==> src/rtl/cordic_sequencer.sv <==
// Control FSM for the iterative 12-bit CORDIC datapath: one load cycle, ITERATIONS micro-rotations, done pulse.
// Optional macro CORDIC_VECTOR_EN adds a vectoring mode (mode port, Delta_B steered by y_msb).
module cordic_sequencer #(
  parameter int ITERATIONS = 12,
  parameter int WIDTH      = 12
) (
  input  logic             CLK,
  input  logic             CLR,
  input  logic             req,
  input  logic             theta_msb,
  input  logic             y_msb,
`ifdef CORDIC_VECTOR_EN
  input  logic             mode,
`endif
  output logic             Start,
  output logic             Enable,
  output logic [3:0]       Count,
  output logic             Delta_B,
  output logic [WIDTH-1:0] Theta_i,
  output logic             busy,
  output logic             done,
  output logic [1:0]       fsm_state
);

  // Handshake: req is a level sampled on a rising edge only while IDLE; anything
  // seen in LOAD/ITER/DONE is dropped, never queued. done is a single-cycle pulse.

  typedef enum logic [1:0] {
    IDLE = 2'd0,
    LOAD = 2'd1,
    ITER = 2'd2,
    DONE = 2'd3
  } state_t;

  localparam logic [3:0] LAST = 4'(ITERATIONS - 1);

  state_t     state, state_next;
  logic [3:0] count_q, count_next;
  logic       dir;

  // arctan(2^-i) in units of 4096 per turn
  function automatic logic [WIDTH-1:0] lut(input logic [3:0] idx);
    logic [11:0] v;
    case (idx)
      4'd0:    v = 12'd512;
      4'd1:    v = 12'd302;
      4'd2:    v = 12'd160;
      4'd3:    v = 12'd81;
      4'd4:    v = 12'd41;
      4'd5:    v = 12'd20;
      4'd6:    v = 12'd10;
      4'd7:    v = 12'd5;
      4'd8:    v = 12'd3;
      4'd9:    v = 12'd1;
      4'd10:   v = 12'd1;
      default: v = 12'd0;
    endcase
    return WIDTH'(v);
  endfunction

`ifdef CORDIC_VECTOR_EN
  logic mode_q;

  always_ff @(posedge CLK or posedge CLR) begin
    if (CLR) begin
      mode_q <= 1'b0;
    end else if (state == IDLE && req) begin
      mode_q <= mode;
    end
  end

  // Vectoring drives Y toward zero: positive Y means rotate clockwise.
  assign dir = mode_q ? ~y_msb : theta_msb;
`else
  logic unused_y;
  assign unused_y = y_msb;
  assign dir      = theta_msb;
`endif

  always_ff @(posedge CLK or posedge CLR) begin
    if (CLR) begin
      state   <= IDLE;
      count_q <= 4'd0;
    end else begin
      state   <= state_next;
      count_q <= count_next;
    end
  end

  always_comb begin
    state_next = state;
    count_next = 4'd0;
    Start      = 1'b0;
    Enable     = 1'b0;
    Count      = 4'd0;
    Delta_B    = 1'b0;
    Theta_i    = '0;
    busy       = 1'b0;
    done       = 1'b0;
    case (state)
      IDLE: begin
        if (req) state_next = LOAD;
      end
      LOAD: begin
        Start      = 1'b1;
        Enable     = 1'b1;
        busy       = 1'b1;
        state_next = ITER;
      end
      ITER: begin
        Enable  = 1'b1;
        busy    = 1'b1;
        Count   = count_q;
        Theta_i = lut(count_q);
        Delta_B = dir;
        if (count_q == LAST) begin
          state_next = DONE;
        end else begin
          count_next = count_q + 4'd1;
        end
      end
      DONE: begin
        done       = 1'b1;
        state_next = IDLE;
      end
      default: state_next = IDLE;
    endcase
  end

  assign fsm_state = state;

endmodule

==> config.mk <==
export PLATFORM = sky130hd
export DESIGN_NAME = cordic_sequencer
export DESIGN_NICKNAME = d
export VERILOG_FILES = /design/src/rtl/cordic_sequencer.sv
export SDC_FILE = /design/constraint.sdc
export NUM_CORES = 1
export LEC_CHECK = 0
export CAP_MARGIN = 0
export CELL_PAD_IN_SITES_DETAIL_PLACEMENT = 0
export CELL_PAD_IN_SITES_GLOBAL_PLACEMENT = 1
export CORE_ASPECT_RATIO = 0.8
export CORE_MARGIN = 10
export CORE_UTILIZATION = 26
export CTS_CLUSTER_SIZE = 16
export DETAILED_ROUTE_END_ITERATION = 12
export PLACE_DENSITY = 0.81
export SYNTH_ARGS = -nofsm -noshare
export SYNTH_HDL_FRONTEND = slang
export SYNTH_SLANG_ARGS = --single-unit
==> constraint.sdc <==
create_clock -name CLK -period 1.39 [get_ports CLK]
set_input_delay 0.278 -clock CLK [delete_from_list [all_inputs] [get_ports CLK]]
set_output_delay 0.278 -clock CLK [all_outputs]
set_load 0.01 [all_outputs]
==> metrics.md <==
| Metric | Value |
|---|---|
| Worst Skew | 3.61 ps |
| Die H | approximately 64 µm |
| Hold Vio Cnt, Final | 0 |
| Mapped Area | 632 µm² |
| Hold WC Path Type | primary input to async pin |
| Synthesis Warnings | 0 |
| Global-route wire length before repair | 3350 µm |
| Worst reg2reg setup slack | -60 ps |
| Num rows | 15 |
| Synth Instances | 69 |
| # diodes | 0 |
| Leakage | 0.614 nW |
| CTS tree | yes |
| Area growth, synth to finish | 93.5% |
| Worst-path clk slew | 50 ps |
| Setup Viol. Count Final | 20 |
| Req. time, crit path | approximately 1100 ps |
| RSZ-0062 raised after global routing | yes |
| Core Util, Final | 54.7% |
| Synthesis-stage register bit count | 6 |
| Max rail drop VDD | 0.852 mV |
| Register area share after synthesis | 23.8% |
| Max-cap violations | 0 |
| Worst reg-to-reg path cell count | 7 |
| Reg2reg start | fsm_state[1] |
| Critical Path Start Type | flop |
| Die width | 75.1 µm |
| Clock sink total | 6 |
| Worst setup path end | Theta_i[0] |
| Largest net degree at the start of global routing | 9 |
| Vias in the first global route | 680 |
| H-tree depth | 1 |
| DRC | 0 |
| Vias/cell | between 4 and 5 |
| Minimum clock period | 1780 ps |
| Tot Pwr | between 2 and 2.5 mW |
| Final instance area | roughly 1200 µm² |
| IO buf count | 24 |
| Layout cells sized above 1 | between 60 and 70% |
| Root buffer cell | clkbuf_4 |
| GPL Wtd Cong | 0.842 |
| Placed inst area | 1060 µm² |
| Post-DRT Antenna Nets | 0 |
| Initial antenna violation count | 0 |
| Max frequency | 561 MHz |
| Routed WL per cell | roughly 14 µm |
| Pwr Density | 1970 nW/µm² |
| Nets@finish | 134 |
| CTS buffer count | 3 |
| Critical R2R Capture | fsm_state[1] |
| Vias post-DR | 664 |
| I/O Pins | 28 |
| 1st-iter DRT viols | 20 |
| Final Max Tran Viols | 0 |
| Core area | 2230 µm² |
| Max clock buf depth | 2 |
| Period utilisation layout | 128% |
| Status | complete, but fails checks |
| Mean Syn Cell Area | about 9.2 µm² |
| GRT Total Usage | 8.71% |
| Yosys cell types | 29 |
| Grt ovf | 0 |
| DIE AREA | 4810 µm² |
| CP Class | flop to primary output |
| DPL Wire Length | between 1500 and 2000 µm |
| Initial Util | 28.3% |
| CP Launch Point | count_q[0] |
| Arrival time of the worst setup path | 1510 ps |
| Drt first pass iters | 4 |
| Crit-path max FO | 6 |
| Hold_buf cts | 0 |
| Final setup margin | -394 ps |
| Drt total wl | 2060 µm |
| Fillers | 202 |
| Leading area contributor after synthesis | dfrtp_1 |
| Failing checks | negative setup slack |
| Post-synth top area share | 23.8% |
| Setup crit end kind | primary output |
| Clk_lat worst skew | 250 ps |
| Top cells by area, synth | dfrtp_1 24%, ha_1 20%, and2_1 5.9%, and3_1 5.0%, mux2i_1 4.8% |
-- cells in the mapped netlist (all sizes together) --
library cell,count
a211oi,1
a21oi,2
and2,6
and3,5
buf,5
clkbuf,1
conb,1
dfrtp,6
ha,10
inv,7
mux2,1
mux2i,3
nand2,1
nand2b,2
nand3b,2
nor2,5
nor2b,2
nor3,1
nor3b,3
nor4bb,1
o21ai,1
o22a,1
o311a,1
o31a,1
-- metrics by stage --
stage / std cells / hold slack (ps) / TNS (ps) / setup slack, ps
after global placement: 133 / 521 / -6770 / -515
after global routing: 143 / 290 / -5470 / -475
final: 143 / 250 / -4160 / -394
after CTS: 142 / 255 / -4180 / -400
after detailed placement: 133 / 522 / -7000 / -534
after floorplan: 70 / 68.8 / -30.5 / -17.6
-- flip-flops by register name, summed over array words and instances, names as in the netlist --
name       flops
count_q        4
fsm_state      2
-- critical path, cell delays in order (launching register included) --
cell and delay (ps):
dfrtp_2 440, inv_2 80, ha_4 280, nor2_2 30, o311a_1 270, buf_2 140
-- cells by family after synthesis --
family / share of synthesized area, %
flip-flops: 23.8
adder cells (fa/ha/maj): 19.8
multiplexers: 7.13
other: 0.593
buffers and inverters: 10.3
AND/OR/NAND/NOR: 29.9
AO/OA/AOI/OAI: 8.51
-- final cells by class --
type / instances / area (µm²) / area share (%)
well taps: 25 / 31.3 / 2.56
flip-flops and latches: 6 / 155 / 12.7
repair buffers: 50 / 422 / 34.5
clock buffers: 4 / 26.3 / 2.15
inverters: 7 / 31.3 / 2.56
multi-input cells: 51 / 557 / 45.5
-- worst min-delay path by stage --
stage	cells past startpoint	to	slack, ps	startpoint
after detailed placement	2	count_q[3]	520	CLR
after global placement	2	count_q[2]	520	CLR
final	2	fsm_state[1]	250	CLR
after global routing	2	fsm_state[1]	290	CLR
after floorplan	1	count_q[1]	70	CLR
after CTS	2	fsm_state[1]	250	CLR
-- cell usage in the layout, fill, tap and decap left out, drive strengths merged, types with 2 or more instances in the layout --
cell,netlist,final
a21oi,2,2
and2,6,6
and3,5,5
buf,5,45
clkbuf,1,4
clkdlybuf4s15,0,2
clkdlybuf4s50,0,3
conb,1,2
dfrtp,6,6
ha,10,10
inv,7,7
mux2i,3,3
nand2b,2,2
nand3b,2,2
nor2,5,5
nor2b,2,2
nor3b,3,3
-- per-layer routing --
| metal | GRT usage, % | vias up | part of all wire [%] |
|---|---|---|---|
| li1 | - | 325 | - |
| met1 | 11.0 | 319 | 45 |
| met3 | 2.31 | 4 | 5.3 |
| met5 | 0 | - | 0 |
| met2 | 13.8 | 16 | 47 |
| met4 | 2.83 | 0 | 2.4 |
-- where the power goes --
part | switching (mW) | total, mW | internal (mW)
Sequential | 0.0795 | 0.319 | 0.239
Clock | 0.0700 | 0.179 | 0.109
Combinational | 0.792 | 1.91 | 1.12
Total | 0.942 | 2.41 | 1.47
-- what timing repair did --
action / 4_1_cts / 5_1_grt
resized for setup: 112 / 13
setup endpoints to repair: 22 / 22
setup buffers: 6 / 3
pin swaps: 5 / 2
hold endpoints to repair: 0 / 0
Power figures use the tool's default switching activity.
